File: config.mk
export PLATFORM = sky130hd
export DESIGN_NAME = aes_spi_host
export DESIGN_NICKNAME = d
export VERILOG_FILES = /design/src/rtl/aes_spi_host.sv
export SDC_FILE = /design/constraint.sdc
export NUM_CORES = 2
export LEC_CHECK = 0
export ABC_AREA = 1
export BUFFER_PORTS_ARGS = -buffer_cell sky130_fd_sc_hd__buf_4
export CAP_MARGIN = 0
export CORE_MARGIN = 1
export CORE_UTILIZATION = 59
export CTS_BUF_LIST = sky130_fd_sc_hd__clkbuf_8
export DETAILED_ROUTE_END_ITERATION = 12
export PLACE_DENSITY = 0.83
export SYNTH_ARGS = -nofsm -noshare
export SYNTH_HDL_FRONTEND = slang
export SYNTH_SLANG_ARGS = --single-unit
File: constraint.sdc
create_clock -name clk -period 82.8 [get_ports clk]
set_clock_uncertainty 0.05 [all_clocks]
set_input_delay 8.28 -clock clk [delete_from_list [all_inputs] [get_ports clk]]
set_output_delay 8.28 -clock clk [all_outputs]
set_load 0.01 [all_outputs]
File: src/rtl/aes_spi_host.sv
// ---------------------------------------------------------------------------
// aes_spi_host
//
// SPI host that drives the AES SPI subordinate. A parallel encryption
// request (key-size mode, MSB-aligned key, 128-bit plaintext) is serialised
// as up to three SPI mode-0 frames, each in its own cs-low window:
//   K : 258 bits {mode, key}            (only when a key must be sent)
//   D : 258 bits {mode, plaintext, 0s}
//   R : 128 bits, sdi=0, ciphertext sampled from sdo MSB first
// The ciphertext is then presented on result with a one-cycle result_valid.
//
// Handshake: a request is taken when start=1 in a cycle where busy=0.
// busy rises the following cycle and stays high up to and including the
// result_valid cycle, so start in that cycle is ignored. A request with
// mode=11 is not taken; it only produces a one-cycle err pulse.
//
// Ports
//   clk, rst           system clock, asynchronous active-high reset
//   start              request strobe
//   new_key            1 = send key frame (forced when no key sent yet)
//   mode[1:0]          00=AES-128, 01=AES-192, 10=AES-256, 11 illegal
//   key[255:0]         key, MSB-aligned
//   plaintext[127:0]   message block
//   busy               transaction in progress
//   result[127:0]      ciphertext, held until the next result_valid
//   result_valid       one-cycle pulse when result updates
//   err                one-cycle pulse for a rejected mode=11 request
//   cs, sclk, sdi      SPI host outputs (cs active-low, sclk idles low)
//   sdo                SPI data from the subordinate
//   dbg_state_o[2:0]   current FSM state, for observation only
// ---------------------------------------------------------------------------
module aes_spi_host #(
    parameter int CLK_DIV  = 2,   // clk cycles per sclk half-period (>=1)
    parameter int CS_SETUP = 2,   // cs-to-shift and shift-to-cs clk cycles (>=1)
    parameter int CS_GAP   = 4    // clk cycles cs stays high between frames (>=1)
) (
    input  logic         clk,
    input  logic         rst,
    input  logic         start,
    input  logic         new_key,
    input  logic [1:0]   mode,
    input  logic [255:0] key,
    input  logic [127:0] plaintext,
    output logic         busy,
    output logic [127:0] result,
    output logic         result_valid,
    output logic         err,
    output logic         cs,
    output logic         sclk,
    output logic         sdi,
    input  logic         sdo,
    output logic [2:0]   dbg_state_o
);

    typedef enum logic [2:0] {
        S_IDLE   = 3'd0,
        S_LOAD   = 3'd1,
        S_SETUP  = 3'd2,
        S_SHIFT  = 3'd3,
        S_HOLD   = 3'd4,
        S_GAP    = 3'd5,
        S_FINISH = 3'd6
    } state_t;

    typedef enum logic [1:0] {
        FR_K = 2'd0,
        FR_D = 2'd1,
        FR_R = 2'd2
    } frame_t;

    localparam logic [15:0] DIV_LAST   = 16'(CLK_DIV - 1);
    localparam logic [15:0] SETUP_LAST = 16'(CS_SETUP - 1);
    localparam logic [15:0] GAP_LAST   = 16'(CS_GAP - 1);

    state_t         state_q, state_d;
    frame_t         frame_q;
    logic [15:0]    timer_q;
    logic [8:0]     bit_cnt_q;
    logic           sclk_q;
    logic [257:0]   sr_q;
    logic [127:0]   rx_q;
    logic [127:0]   result_q;
    logic           err_q;
    logic           key_sent_q;
    logic           need_key_q;
    logic [1:0]     mode_q;
    logic [255:0]   key_q;
    logic [127:0]   pt_q;

    logic           idle;
    logic           accept;
    logic           reject;
    logic           half_done;
    logic           rise_edge;
    logic           fall_edge;
    logic [8:0]     frame_last;
    logic           last_bit;
    logic           gap_done;

    assign idle       = (state_q == S_IDLE);
    assign accept     = idle && start && (mode != 2'b11);
    assign reject     = idle && start && (mode == 2'b11);
    assign half_done  = (state_q == S_SHIFT) && (timer_q == DIV_LAST);
    // sclk_q is the level before the toggle, so 0 means this edge rises.
    assign rise_edge  = half_done && !sclk_q;
    assign fall_edge  = half_done && sclk_q;
    assign frame_last = (frame_q == FR_R) ? 9'd127 : 9'd257;
    assign last_bit   = (bit_cnt_q == frame_last);
    assign gap_done   = (state_q == S_GAP) && (timer_q == GAP_LAST);

    // State register
    always_ff @(posedge clk or posedge rst) begin
        if (rst) begin
            state_q <= S_IDLE;
        end else begin
            state_q <= state_d;
        end
    end

    // Next-state logic
    always_comb begin
        state_d = state_q;
        case (state_q)
            S_IDLE:   if (accept) state_d = S_LOAD;
            S_LOAD:   state_d = S_SETUP;
            S_SETUP:  if (timer_q == SETUP_LAST) state_d = S_SHIFT;
            S_SHIFT:  if (fall_edge && last_bit) state_d = S_HOLD;
            S_HOLD:   if (timer_q == SETUP_LAST) state_d = S_GAP;
            S_GAP:    if (gap_done) state_d = (frame_q == FR_R) ? S_FINISH : S_SETUP;
            S_FINISH: state_d = S_IDLE;
            default:  state_d = S_IDLE;
        endcase
    end

    // Datapath: timers, shift registers, captured request, flags
    always_ff @(posedge clk or posedge rst) begin
        if (rst) begin
            frame_q    <= FR_K;
            timer_q    <= '0;
            bit_cnt_q  <= '0;
            sclk_q     <= 1'b0;
            sr_q       <= '0;
            rx_q       <= '0;
            result_q   <= '0;
            err_q      <= 1'b0;
            key_sent_q <= 1'b0;
            need_key_q <= 1'b0;
            mode_q     <= '0;
            key_q      <= '0;
            pt_q       <= '0;
        end else begin
            err_q <= reject;

            // One timer serves every wait state; it restarts on each state
            // change and on each sclk half-period inside SHIFT.
            if (state_d != state_q || half_done) begin
                timer_q <= '0;
            end else if (!idle) begin
                timer_q <= timer_q + 16'd1;
            end

            if (accept) begin
                mode_q     <= mode;
                key_q      <= key;
                pt_q       <= plaintext;
                need_key_q <= new_key | ~key_sent_q;
            end

            if (state_q == S_LOAD) begin
                bit_cnt_q <= '0;
                if (need_key_q) begin
                    frame_q <= FR_K;
                    sr_q    <= {mode_q, key_q};
                end else begin
                    frame_q <= FR_D;
                    sr_q    <= {mode_q, pt_q, 128'b0};
                end
            end

            // Next frame is loaded while cs is still high, so sdi is valid
            // for the whole SETUP window.
            if (gap_done && frame_q != FR_R) begin
                bit_cnt_q <= '0;
                if (frame_q == FR_K) begin
                    frame_q <= FR_D;
                    sr_q    <= {mode_q, pt_q, 128'b0};
                end else begin
                    frame_q <= FR_R;
                    sr_q    <= '0;
                end
            end

            if (gap_done && frame_q == FR_R) begin
                result_q <= rx_q;
            end

            if (half_done) begin
                sclk_q <= ~sclk_q;
            end

            // Mode 0: sdi advances after sclk falls.
            if (fall_edge) begin
                sr_q      <= {sr_q[256:0], 1'b0};
                bit_cnt_q <= bit_cnt_q + 9'd1;
                if (last_bit && frame_q == FR_K) begin
                    key_sent_q <= 1'b1;
                end
            end

            if (rise_edge && frame_q == FR_R) begin
                rx_q <= {rx_q[126:0], sdo};
            end
        end
    end

    // Outputs decoded from state
    always_comb begin
        cs           = !((state_q == S_SETUP) || (state_q == S_SHIFT) || (state_q == S_HOLD));
        sdi          = 1'b0;
        if (((state_q == S_SETUP) || (state_q == S_SHIFT)) && frame_q != FR_R) begin
            sdi = sr_q[257];
        end
        busy         = !idle;
        result_valid = (state_q == S_FINISH);
        err          = err_q;
        result       = result_q;
        sclk         = sclk_q;
        dbg_state_o  = state_q;
    end

endmodule

==> metrics.cfg <==
[synth]
ys_ff_latch=934
ys_types=31
yosys.area_share.simple_pct=23.3
synth_top_family_by_area=simple AND/OR/NAND/NOR gates
synth_ff_type=dfrtp_1
async_flop_share_pct=100
ys_warn_count=0
yosysSeqAreaShare_pct=58.0
synth_xor_area_share_pct=0.413
syn-num-nets=5211
synthTopCellsByArea=dfrtp_1 58%, nand2_1 17%, o21ai_0 6.6%, inv_1 3.9%, nand3_1 3.4%
synth_compound_area_share_pct=10.8
syn_area_per_cell_um2=8.37
synth_top_area_cell=dfrtp_1
synth_top_cell_area_share_pct=58.0
synthCells=4817
synthAdderAreaFrac_pct=0.0931
synthMuxAreaShare_pct=0.0279
synth_edf_count=0
synth_area_um2=40300

[pwr]
power.leakage_uw=0.0236
p_comb_share_pct=6.8
intPower_uw=711
clock_power_share_pct=41.7
irDropWorstVdd_mv=0.0170
powerDensity_nw_per_um2=19.9
seqPwrFrac_pct=51.5
switching_power_uw=232
p_sw_share_pct=24.6

[detailed_routing]
via_per_inst=5.50
postRouteAntennaNets=0
drtIter0Drc=3046
wire_per_inst_um=17.1
drt-pass1-iter-count=6
drc=0
num_vias=34037
totalWireLength_um=106000

[place]
place_inst=5926
port-buffer-count=527
place.gp.congestion=0.845
place_ws_ps=70880
dp_hpwl_um=64300

[worst_setup_path]
crit_fanout=102
startpoint=rst
reg2reg_slack_ps=78030
reg2reg_from=timer_q[1]
r2r-end=sr_q[207]
critical_path_class=in2async
cp-start-kind=input port
required_ps=83520
rr_worst_depth=12
end_kind=asynchronous set/reset pin
cp_data_arrival_time_ps=11660

[sta]
hold_ws_ps=413
slew_headroom_pct=18.8
maxClockFrequency_ghz=0.0914
finalHoldViolations=0
period_minus_slack_ps=10940
rsz0062_at_grt=no
fin_crit_sh_pct=13.2
setup_viol=0
worst_slack_ps=71860
max_slew.worst_pin.slew_ps=1220
tns_ps=0
maxSlewViolCount=0

[min_path]
min_to=sr_q[86]
hp-class=reg2reg
hold_depth=2
hp-start=sr_q[85]

[cts]
cts_buffers=156
hold_buffers=0
clock_sinks=934
clock_latency_ps=800
cts_tree=yes
cts_root_buffer=clkbuf_8
clk_pin_slew_worst_paths_ps=60
cts-htree-levels=4
clock_path_buffers=3
cts_setup_buffers=0
cts_repair_resize_count=0

[cells_and_area]
layout.nets=5605
final_cells=6189
syn2layout_area_growth_pct=17.4
fill_cells=5069
drive_gt1_share_pct=15.0

[grt]
globalRouteTotalUtil_pct=30.8
first_global_vias=33660
gr-total-overflow=0
grt_first_pass_wirelength_um=172000
antenna_found_initial=12
grt_max_degree=212

[floorplanning]
initial_core_util_pct=59.8
die_w_um=263
die_y_um=263
rows=95
core_um2=67400
io_pins=528
die_area_um2=69400

[run]
maxCapViolations=0

[run_status]
status=finished clean

state kept, by name, summed over array words and instances (netlist names), 2 cells and up:
| name | count |
|---|---|
| frame_q | 2 |
| rx_q | 128 |
| dbg_state_o | 3 |
| mode_q | 2 |
| result | 128 |
| pt_q | 128 |
| key_q | 256 |
| timer_q | 16 |
| sr_q | 258 |
| bit_cnt_q | 9 |
synth_stat cells (5+ instances only):
library cell and instances:
nand2_1 1836, dfrtp_1 934, o21ai_0 530, inv_1 418, nand3_1 271, clkbuf_1 183, nand4_1 132, o211ai_1 129
o21ai_1 125, buf_2 120, nor2_1 49, buf_1 17, xor2_1 15, a21oi_1 10, inv_2 8, nor3_1 7
buf_4 5
worst max-delay path, cell delays in order:
cell and delay (ps):
buf_4 130, inv_8 430, buf_4 890, buf_4 840, buf_4 890
layer usage:
layer | track usage, % | part of all wire (%) | wire (um)
met5 | 0 | 0.14 | 149
met4 | 15.4 | 4.1 | 4310
met3 | 8.65 | 7.9 | 8330
met2 | 47.9 | 47 | 49600
met1 | 39.7 | 41 | 43300
how the worst max path moves through the flow:
stage	end	slack [ps]	depth (start not counted)
2_1_floorplan	bit_cnt_q[0]	48210	1
3_3_place_gp	key_q[103]	70920	5
3_5_place_dp	key_q[103]	70880	5
4_1_cts	key_q[70]	71760	5
5_1_grt	key_q[70]	71290	5
6_report	key_q[70]	71860	5
logic make-up (layout without fill, tap and decap cells):
| kind of cell | after synthesis | after routing |
|---|---|---|
| flops | 934 | 934 |
| mux | 1 | 1 |
| fa+ha+maj | 3 | 3 |
| other cells | 0 | 4 |
| buf+inv | 751 | 1246 |
| compound gates | 802 | 802 |
| xor+xnor | 19 | 19 |
| simple gates | 2307 | 2307 |
metrics by stage:
stage,total power [uW],utilization (%),instance area (um^2)
after global routing,979,70.2,47300
after detailed placement,557,65.8,44300
after floorplan,529,-,40300
after global placement,555,65.8,44300
final,943,70.2,47300
after CTS,950,70.2,47300
cell type report:
| class | instances | area, um^2 | share of cell area, % |
|---|---|---|---|
| multi-input cells | 3132 | 14000 | 29.6 |
| diodes | 4 | 10.0 | 0.0211 |
| well taps | 873 | 1090 | 2.31 |
| repair buffers | 561 | 4250 | 8.98 |
| clock inverters | 73 | 412 | 0.870 |
| flip-flops and latches | 934 | 23400 | 49.4 |
| inverters | 426 | 1620 | 3.42 |
| clock buffers | 186 | 2560 | 5.41 |
placed cells by master, fill, tap and decap left out, types with 125 or more instances in the layout:
cell type | synthesis | final
o211ai_1 | 129 | 129
nand2_1 | 1836 | 1833
nand3_1 | 271 | 270
o21ai_1 | 125 | 125
dfrtp_1 | 934 | 933
o21ai_0 | 530 | 530
clkbuf_8 | 0 | 186
nand4_1 | 132 | 132
buf_4 | 5 | 558
inv_1 | 418 | 467
power groups by stage:
stage	sequential, uW	clock, uW	combinational (uW)
6_report	485	393	64.1
5_1_grt	487	419	72.6
4_1_cts	485	400	64.6
3_5_place_dp	493	0	64.1
3_3_place_gp	492	0	62.5
2_1_floorplan	491	0	37.9
Power figures use the tool's default switching activity.
